`src/rtl/wb_master_bridge_pkg.sv`:
```
// Shared definitions for the Wishbone master bridge: bus widths and FSM state encodings.
package wb_master_bridge_pkg;

    localparam int          REG_BUS_W = 32;
    localparam logic [31:0] ZERO_WORD = 32'h0000_0000;

    typedef enum logic [1:0] {
        WB_IDLE       = 2'b00,
        WB_BUSY       = 2'b01,
        WB_WAIT_STALL = 2'b10
    } wb_state_e;

endpackage

```
`src/rtl/wb_master_bridge.sv`:
```
// Wishbone B3 classic single-transfer initiator for the CPU memory stage.
// Holds the pipeline in stall until ack, flush, or bus timeout ends the cycle.
//
// state         | meaning
// WB_IDLE       | no cycle open; accepts a CPU request when not flushed
// WB_BUSY       | cyc/stb asserted, waiting for ack, flush or timeout
// WB_WAIT_STALL | cycle finished, pipeline still held by another source
module wb_master_bridge
    import wb_master_bridge_pkg::*;
#(
    parameter int AW      = REG_BUS_W,
    parameter int DW      = REG_BUS_W,
    parameter int TIMEOUT = 256
) (
    input  logic          wb_clk_i,
    input  logic          wb_rst_n_i,
    input  logic          cpu_ce_i,
    input  logic          cpu_we_i,
    input  logic [AW-1:0] cpu_addr_i,
    input  logic [DW-1:0] cpu_data_i,
    input  logic [3:0]    cpu_sel_i,
    output logic [DW-1:0] cpu_data_o,
    output logic          stall_req_o,
    input  logic          stall_i,
    input  logic          flush_i,
    output logic          bus_err_o,
    output logic [AW-1:0] wb_adr_o,
    output logic [DW-1:0] wb_dat_o,
    input  logic [DW-1:0] wb_dat_i,
    output logic          wb_we_o,
    output logic [3:0]    wb_sel_o,
    output logic          wb_stb_o,
    output logic          wb_cyc_o,
    input  logic          wb_ack_i
);

    localparam int            CW      = $clog2(TIMEOUT);
    localparam logic [CW-1:0] TO_LAST = CW'(TIMEOUT - 1);

    wb_state_e     r_state, w_state_nxt;
    logic [CW-1:0] r_cnt, w_cnt_nxt;
    logic [DW-1:0] r_rbuf, w_rbuf_nxt;
    logic [AW-1:0] r_adr, w_adr_nxt;
    logic [DW-1:0] r_dat, w_dat_nxt;
    logic [3:0]    r_sel, w_sel_nxt;
    logic          r_we, w_we_nxt;
    logic          r_cyc, w_cyc_nxt;
    logic          r_err, w_err_nxt;
    logic          w_to_hit;
    logic          w_stall_req;
    logic          w_start;

    always_ff @(posedge wb_clk_i or negedge wb_rst_n_i) begin
        if (!wb_rst_n_i) begin
            r_state <= WB_IDLE;
            r_cnt   <= '0;
            r_rbuf  <= '0;
            r_adr   <= '0;
            r_dat   <= '0;
            r_sel   <= 4'h0;
            r_we    <= 1'b0;
            r_cyc   <= 1'b0;
            r_err   <= 1'b0;
        end else begin
            r_state <= w_state_nxt;
            r_cnt   <= w_cnt_nxt;
            r_rbuf  <= w_rbuf_nxt;
            r_adr   <= w_adr_nxt;
            r_dat   <= w_dat_nxt;
            r_sel   <= w_sel_nxt;
            r_we    <= w_we_nxt;
            r_cyc   <= w_cyc_nxt;
            r_err   <= w_err_nxt;
        end
    end

    assign w_to_hit = (r_cnt == TO_LAST);
    assign w_start  = cpu_ce_i & ~flush_i;

    always_comb begin
        w_state_nxt = r_state;
        w_cnt_nxt   = r_cnt;
        w_rbuf_nxt  = r_rbuf;
        w_adr_nxt   = r_adr;
        w_dat_nxt   = r_dat;
        w_sel_nxt   = r_sel;
        w_we_nxt    = r_we;
        w_cyc_nxt   = r_cyc;
        w_err_nxt   = 1'b0;
        w_stall_req = 1'b0;

        unique case (r_state)
            WB_IDLE: begin
                w_stall_req = w_start;
                if (w_start) begin
                    w_adr_nxt   = cpu_addr_i;
                    w_dat_nxt   = cpu_data_i;
                    w_we_nxt    = cpu_we_i;
                    w_sel_nxt   = cpu_sel_i;
                    w_cyc_nxt   = 1'b1;
                    w_cnt_nxt   = '0;
                    w_state_nxt = WB_BUSY;
                end
            end
            WB_BUSY: begin
                w_stall_req = ~(wb_ack_i | w_to_hit | flush_i);
                // Address and write data are left on the bus after close; only the
                // cycle qualifiers are dropped.
                if (flush_i || wb_ack_i || w_to_hit) begin
                    w_cyc_nxt = 1'b0;
                    w_we_nxt  = 1'b0;
                    w_sel_nxt = 4'h0;
                end
                if (flush_i) begin
                    w_state_nxt = WB_IDLE;
                end else if (wb_ack_i) begin
                    if (!r_we) w_rbuf_nxt = wb_dat_i;
                    w_state_nxt = stall_i ? WB_WAIT_STALL : WB_IDLE;
                end else if (w_to_hit) begin
                    w_rbuf_nxt  = '0;
                    w_err_nxt   = 1'b1;
                    w_state_nxt = stall_i ? WB_WAIT_STALL : WB_IDLE;
                end else if (r_cnt != TO_LAST) begin
                    w_cnt_nxt = r_cnt + 1'b1;
                end
            end
            WB_WAIT_STALL: begin
                if (!stall_i || flush_i) w_state_nxt = WB_IDLE;
            end
            default: w_state_nxt = WB_IDLE;
        endcase
    end

    // A flushed cycle ignores its ack, so the bypass path is blocked too.
    assign cpu_data_o  = (r_state == WB_BUSY && wb_ack_i && !r_we && !flush_i) ? wb_dat_i : r_rbuf;
    assign stall_req_o = w_stall_req;
    assign bus_err_o   = r_err;
    assign wb_adr_o    = r_adr;
    assign wb_dat_o    = r_dat;
    assign wb_we_o     = r_we;
    assign wb_sel_o    = r_sel;
    assign wb_stb_o    = r_cyc;
    assign wb_cyc_o    = r_cyc;

endmodule

```
`config.mk`:
```
export PLATFORM = sky130hd
export DESIGN_NAME = wb_master_bridge
export DESIGN_NICKNAME = d
export VERILOG_FILES = /design/src/rtl/wb_master_bridge_pkg.sv /design/src/rtl/wb_master_bridge.sv
export SDC_FILE = /design/constraint.sdc
export NUM_CORES = 1
export LEC_CHECK = 0
export CAP_MARGIN = 20
export CORE_ASPECT_RATIO = 2
export CORE_MARGIN = 3
export CORE_UTILIZATION = 42
export DETAILED_ROUTE_END_ITERATION = 7
export GPL_ROUTABILITY_DRIVEN = 1
export PLACE_DENSITY = 0.81
export SLEW_MARGIN = 40
export SYNTH_ARGS = -nofsm -noshare
export SYNTH_HDL_FRONTEND = slang
export SYNTH_SLANG_ARGS = --single-unit
```
`constraint.sdc`:
```
create_clock -name wb_clk_i -period 2.12 [get_ports wb_clk_i]
set_input_delay 0.212 -clock wb_clk_i [delete_from_list [all_inputs] [get_ports wb_clk_i]]
set_output_delay 0.212 -clock wb_clk_i [all_outputs]
set_load 0.005 [all_outputs]
```
* Word level (Yosys, flattened, before mapping)
Cells that the tools add are included.
** Cells by class
- Add/subtract/negate cells :: 1
- Bitwise gates (word level) :: 5
- Mux-type cells :: 30
- Reductions and logical operators :: 17
- Equal/unequal tests :: 13
** Operator list (count)
- $mux W32 :: 4
- $mux W8 :: 5
- $ne A2 B2 Y1 const B :: 8
- $pmux W8 S2 :: 1
- $mux W2 :: 6
- $add A8 B1 Y8 const B :: 1
- $eq A8 B8 Y1 const B :: 1
- $mux W4 :: 2
- $ne A8 B8 Y1 const B :: 1
- $pmux W4 S2 :: 1
- $mux W1 :: 7
- $pmux W1 S2 :: 3
- $pmux W2 S3 :: 1
- $reduce_and A3 Y1 :: 2
- $reduce_and A6 Y1 :: 1
- $ne A4 B4 Y1 const B :: 1
- $reduce_and A4 Y1 :: 1
- $reduce_bool A2 Y1 :: 2
- $logic_and A1 B1 Y1 :: 3
- $logic_not A1 Y1 :: 3
- $logic_or A1 B1 Y1 :: 3
- $eq A2 B1 Y1 const B :: 1
- $eq A2 B2 Y1 const B :: 1
- $logic_not A2 Y1 :: 1
- other kinds (4) :: 6
** Word-level totals
- Flip-flop bits (word level) :: 113
- Output and inout port bits :: 105

* Longest topological paths before layout
Gate-level depths: netlist (run 1).
- Word-level depth :: 6
- Mapped depth :: 6

* Worst setup path before layout (run 1)
No wires, ideal clock.
- Path kind :: reg2reg
- Start :: register r_state[1]
- End :: register r_cnt[5]
- Setup time :: 0.124 ns
- Path buffers :: 1
- Slack :: 0.342 ns
- Data required time :: 1.996 ns
- Cell stages (with the launch flop) :: 6
- Arrival :: 1.654 ns
- Path through :: dfrtp_1 > or4b_1 > buf_6 > o21ba_4 > nor2_1 > a211o_1
** Between the ends
- Cells in the longest elaborated chain, start to end :: 3
- Elaborated cells on any way between the ends :: 10
** Ends and longest elaborated chain
- from (decl) :: line wb_master_bridge.sv:40 : wb_state_e r_state, w_state_nxt;
- from (signal assigned) :: line wb_master_bridge.sv:65 : r_state <= w_state_nxt;
- $eq A2 B1 Y1 / $logic_not A2 Y1 (equally long branches) :: line wb_master_bridge.sv:92 : unique case (r_state)
- $ne A2 B2 Y1 (no line) / $reduce_bool A2 Y1 (equally long branches)
- $reduce_and A6 Y1 (no line)
- to (signal assigned) :: line wb_master_bridge.sv:66 : r_cnt <= w_cnt_nxt;
- to (decl) :: line wb_master_bridge.sv:41 : logic [CW-1:0] r_cnt, w_cnt_nxt;
Several ways; a longest one is shown, not always the timed one.
A chain may end at the register's enable or synchronous reset.

* Worst setup path in the final report (run 1)
- Start :: register r_state[1]
- End :: output cpu_data_o[5]
** Between the ends
- Cells in the longest elaborated chain, start to end :: 5
** Ends and longest elaborated chain
- $eq A2 B1 Y1 :: line wb_master_bridge.sv:135 : assign cpu_data_o = (r_state == WB_BUSY && wb_ack_i && !r_we && !flush_i) ? wb_dat_i : r_rbuf;
- $logic_and A1 B1 Y1 (3 in a row) :: line wb_master_bridge.sv:135
- $mux W32 :: line wb_master_bridge.sv:135
- to (decl) :: line wb_master_bridge.sv:22 : output logic [DW-1:0] cpu_data_o,
Every way passes these cells.

==> flow_summary.toml, run 1 <==
[cts]
root_buffer = "clkbuf_16"
clk_pin_slew_ns = 0.05
cts_inserted_buffers = 17
cts_tree = "done"
clkLatencyLatePin_ns = 0.41
h-tree-depth = 4
cts_sinks = 113
cts_buffer_depth = 2

[critical_path]
path_buf_inv = 4
rr_worst_depth = 6
cp.depth = 7
crit_path_end_kind = "primary output"
crit_end = "cpu_data_o[5]"
r2r-start = "r_cnt[0]"
critPathSlowestCell = "dfrtp_1"
max_stage_delay_ns = 0.40
arrival_ns = 1.90
cp_cell_sequence = "buf_6 > nor2b_4 > nand3_2 > buf_12 > buf_4 > mux2_2 > buf_2"
critPathKind = "reg -> out"
r2r-end = "wb_sel_o[3]"
r2r_setup_slack_ns = 0.16
start_kind = "flop"
cp_max_fo = 10
startpoint = "r_state[1]"
path_delay_family = "buffers and inverters"
required_ns = 1.91

[pwr]
leakage_uw = 0.00346
clock_power_share_pct = 35.1
vdd_drop_max_uv = 1030
internal-power_uw = 6020
power_density_mw_per_mm2 = 1040
pwr-share-seq_pct = 36.8
p_total_uw = 8040
share_comb_of_total_power_pct = 28.1
power_switching_uw = 2020
swShare_pct = 25.1

[sta]
rsz0062_at_grt = "true"
clock_skew_ns = 0.00619
finalHoldViolations = 0
min_period_ns = 2.11
worstMarginPinSlew_ns = 0.421
fin_crit_sh_pct = 99.6
drv_slew = 0
relSlewSlack_pct = 71.9
whs_ns = 0.213
setup_tns_ns = 0
fmax_mhz = 474
setup_violations = 0

[die]
die_x_um = 80.8
coreArea_mm2 = 0.0109
rows = 54
dieArea_mm2 = 0.0126
io_pins = 212
start_util_pct = 43.0
die_y_um = 156

[synth]
synth-xor-area-share_pct = 0.186
synth-simple-area-share_pct = 7.95
avgSynthCellArea_um2 = 13.2
synth_compound_area_share_pct = 9.31
ys_ff_latch = 113
synth_edf_count = 0
synthCells = 356
async_flop_share_pct = 100
synthAdderAreaFrac_pct = 0.266
ys_warn_count = 0
synth_top_cells_by_area = "dfrtp_1 (60%), mux2_2 (19%), nand2_1 (4.4%)"
synth_mux_area_share_pct = 19.1
syn_nets = 464
yosysSeqAreaShare_pct = 60.1
synth_top_area_share_pct = 60.1
yosysUniqueCellTypes = 37
syn-cell-area_mm2 = 0.00470
post-synth-top-area-cell = "dfrtp_1"
synth_flop_cell = "dfrtp_1"
synth_top_family_by_area = "multiplexers"

[global_routing]
grt_max_degree = 65
gr-usage-all-layers_pct = 22.4
overflow = 0
antenna_found_initial = 0
grt_pass1_vias = 4204
grt_pass1_wl_mm = 21.2

[routing]
wl_per_cell_um = 18.1
drt-initial-drc-count = 126
dr_total_vias = 3826
wirelength_mm = 13.5
first_pass_iters = 4
ant_nets = 0
drc = 0
routed_via_density = 5.11

[placement]
place.gp.congestion = 0.799
portBuffers = 211
post-dp-hpwl_mm = 10.1
place_inst = 711
placed_area_mm2 = 0.00713

[flow_run]
drv_cap = 0

[min_path]
hold_class = "in -> async"

[layout]
syn2layout_area_growth_pct = 64.7
drive_gt1_share_pct = 26.8
postLayoutCellArea_mm2 = 0.00775
fin_nets = 703
antenna_cells = 0
fin_cells = 748

[status]
status = "finished, final reports clean"
## worst register-to-register path, stage by stage, from the launching register on
cell     delay [ns]
dfrtp_1        0.40
ha_1           0.21
nand3_1        0.14
o21ba_4        0.25
buf_4          0.15
or3_1          0.47
a22o_1         0.23
## cells by family (layout without fill, tap and decap cells)
| logic type | count (synthesis) | count (layout) |
|---|---|---|
| DFF | 113 | 113 |
| muxes | 80 | 80 |
| and+or+nand+nor | 79 | 79 |
| AOI/OAI and AO/OA | 54 | 54 |
| buffers and inverters | 28 | 280 |
| adders and majority gates | 1 | 1 |
| xor gates and xnor gates | 1 | 1 |
## cell usage in the layout (no fill, tap or decap), types with 3 or more instances in the layout
cell,instances
a21oi_1,4
a22o_1,22
a31oi_1,4
buf_12,4
buf_2,5
buf_4,28
buf_6,4
bufinv_16,3
clkbuf_16,17
clkdlybuf4s15_1,9
clkdlybuf4s50_1,177
clkinv_2,6
clkinvlp_4,4
dfrtp_1,113
dlygate4sd2_1,15
inv_1,4
mux2_2,79
nand2_1,54
nand3_1,3
nor2_1,3
nor3_1,3
o21ai_0,4
o31a_1,15
## layout make-up
| class | count | area, um2 |
|---|---|---|
| fillers | 783 | 3200 |
| well taps | 140 | 175 |
| inverters | 4 | 15.0 |
| clock inverters | 15 | 168 |
| clock buffers | 17 | 425 |
| multi-input cells | 215 | 1770 |
| flip-flops and latches | 113 | 2830 |
| repair buffers | 244 | 2370 |
## state kept, by name, indices dropped and copies added (netlist names)
signal	count
r_state	2
wb_cyc_o	1
wb_we_o	1
wb_adr_o	32
wb_dat_o	32
wb_sel_o	4
r_rbuf	32
bus_err_o	1
r_cnt	8
## what timing repair did
item	in CTS	in global routing
endpoints found under the setup margin	33	34
pin swaps	1	0
setup buffers	4	0
hold buffers	1	0
endpoints found under the hold margin	16	0
resized for setup	64	15
## layer usage
layer	routed length [um]	global-route usage, %
met5	0	0
met4	481	11.6
met3	738	5.66
met2	7920	42.1
met1	4390	21.4
## power by group through the flow
stage	logic [uW]	clock network (uW)	registers, uW
finish	2260	2820	2960
global route	2440	2980	3010
detailed placement	2390	0	2990
global placement	2330	0	2950
CTS	2250	2890	2960
floorplan	831	0	2950
## synth_stat cells (2+ instances only)
cell type    n
dfrtp_1    113
mux2_2      79
nand2_1     55
a22o_1      22
o31a_1      15
buf_2       12
clkbuf_1     6
a21oi_1      4
a31oi_1      4
inv_1        4
nand3_1      4
o21ai_0      4
and3_1       3
nor2_1       3
nor3_1       3
buf_4        2
buf_6        2
nand2b_1     2
## worst min path at each step
stage,startpoint,endpoint
finish,wb_rst_n_i,r_rbuf[27]
floorplan,wb_rst_n_i,bus_err_o
detailed placement,wb_rst_n_i,r_rbuf[27]
CTS,wb_rst_n_i,r_rbuf[27]
global route,wb_rst_n_i,r_rbuf[27]
global placement,wb_rst_n_i,r_rbuf[27]
## through the flow
stage / utilization [%] / setup WS [ns]
2_1_floorplan: - / 0.342
3_3_place_gp: 65.1 / -0.230
3_5_place_dp: 65.1 / -0.218
4_1_cts: 70.5 / -0.0518
5_1_grt: 70.8 / -0.0349
6_report: 70.8 / 0.00846
Note: power is estimated with default switching activity, not from simulation.
==> inputs of run 2 (changes only) <==
--- a/config.mk
+++ b/config.mk
@@ -8,10 +8,11 @@
 export CAP_MARGIN = 20
 export CORE_ASPECT_RATIO = 2
 export CORE_MARGIN = 3
-export CORE_UTILIZATION = 42
+export CORE_UTILIZATION = 60
 export DETAILED_ROUTE_END_ITERATION = 7
+export DONT_BUFFER_PORTS = 1
 export GPL_ROUTABILITY_DRIVEN = 1
-export PLACE_DENSITY = 0.81
+export PLACE_DENSITY = 0.76
 export SLEW_MARGIN = 40
 export SYNTH_ARGS = -nofsm -noshare
 export SYNTH_HDL_FRONTEND = slang
==> constraint.sdc (replaced) <==
create_clock -name wb_clk_i -period 2.33 [get_ports wb_clk_i]
set_input_delay 0.233 -clock wb_clk_i [delete_from_list [all_inputs] [get_ports wb_clk_i]]
set_output_delay 0.233 -clock wb_clk_i [all_outputs]
set_load 0.005 [all_outputs]
==> flow_summary.toml, run 2 (synthesized netlist as in run 1, its figures left out) <==
[sta]
min_period_ns = 2.24
relSlewSlack_pct = 52.1
fmax_mhz = 447
worstMarginPinSlew_ns = 0.718
setup_violations = 0
drv_slew = 0
clock_skew_ns = 0.00862
setup_tns_ns = 0
finalHoldViolations = 113
rsz0062_at_grt = "false"
fin_crit_sh_pct = 96.1
whs_ns = -0.480

[die]
io_pins = 212
dieArea_mm2 = 0.00900
die_y_um = 131
die_x_um = 68.6
start_util_pct = 61.9
coreArea_mm2 = 0.00760
rows = 45

[critical_path]
max_stage_delay_ns = 0.56
arrival_ns = 2.01
critPathSlowestCell = "or4b_1"
path_delay_family = "simple AND/OR/NAND/NOR gates"
critPathKind = "reg -> out"
path_buf_inv = 1
cp_cell_sequence = "or4b_1 > o21ba_4 > nor2_1 > inv_1"
start_kind = "flop"
crit_path_end_kind = "primary output"
cp_max_fo = 8
required_ns = 2.10

[cts]
cts_tree = "done"
cts_buffer_depth = 2
postCtsHoldBufs = 85
post_cts_buffers = 0
clk_pin_slew_ns = 0.05
clkLatencyLatePin_ns = 0.40
cts_sinks = 113
root_buffer = "clkbuf_16"
cts_inserted_buffers = 17
h-tree-depth = 4

[flow_run]
drv_cap = 0

[placement]
place.gp.congestion = 0.745
place_inst = 434
post-dp-hpwl_mm = 6.82
placed_area_mm2 = 0.00478
portBuffers = 0

[layout]
fin_nets = 552
final_cell_mix = "dfrtp_1 (113), dlygate4sd3_1 (85), mux2_2 (79)"
antenna_cells = 0
syn2layout_area_growth_pct = 33.6
fill_cells = 393
fin_cells = 551
postLayoutCellArea_mm2 = 0.00628
final_common_cell = "dfrtp_1"
drive_gt1_share_pct = 26.9

[routing]
wirelength_mm = 11.9
drt-initial-drc-count = 158
dr_total_vias = 3272
ant_nets = 0
routed_via_density = 5.94
wl_per_cell_um = 21.6
first_pass_iters = 4
drc = 0

[pwr]
vdd_drop_max_uv = 752
p_total_uw = 6560
power_density_mw_per_mm2 = 1040
leakage_uw = 0.00283

[status]
violations = "negative hold slack"
status = "complete, but fails checks"

[global_routing]
grt_pass1_wl_mm = 18.5
grt_max_degree = 114
overflow = 0
gr-usage-all-layers_pct = 28.1
antenna_found_initial = 0
grt_pass1_vias = 3661

[min_path]
hold_class = "in -> async"
-- run 2: repair_timing --
item | CTS | global route
gates resized for setup | 0 | 1
endpoints found under the hold margin | 198 | 113
setup endpoints to repair | 0 | 1
-- run 2: layout make-up --
| type | count | area [um2] | share of cell area (%) |
|---|---|---|---|
| inverter | 4 | 15.0 | 0.239 |
| tap | 94 | 118 | 1.87 |
| multi-input combinational | 215 | 1750 | 27.8 |
| clock buffer | 22 | 484 | 7.71 |
| sequential | 113 | 2830 | 45.0 |
| clock inverter | 10 | 155 | 2.47 |
| timing repair buffer | 93 | 936 | 14.9 |
-- run 2: layer usage --
layer	GRT usage, %	wire (um)	up-vias
li1	-	-	1441
met1	29.2	4070	1617
met2	46.9	6320	179
met3	11.5	1110	35
met4	12.8	402	0
met5	0	0	-
-- run 2: worst paths after layout --
check,from,end,slack (ns),cells after the start
worst max-delay path,r_state[1],stall_req_o,0.09,4
worst max register to register,r_cnt[0],r_rbuf[23],0.30,6
max in group asynchronous,wb_rst_n_i,wb_dat_o[24],2.66,0
worst min-delay path,wb_rst_n_i,r_rbuf[22],-0.48,0
worst min register to register,r_rbuf[26],r_rbuf[26],0.50,1
min in group wb_clk_i,wb_dat_i[23],r_rbuf[23],0.01,1
-- run 2: stage by stage --
step,util [%],setup slack (ns)
floorplan,-,0.552
global placement,62.9,0.448
detailed placement,62.9,0.372
CTS,82.6,0.0781
global route,82.7,0.0379
finish,82.7,0.0911
-- run 2: power breakdown --
| part | switching [uW] | internal [uW] |
|---|---|---|
| combinational | 408 | 594 |
| sequential | 358 | 2450 |
| clock | 858 | 1890 |
| total | 1620 | 4930 |
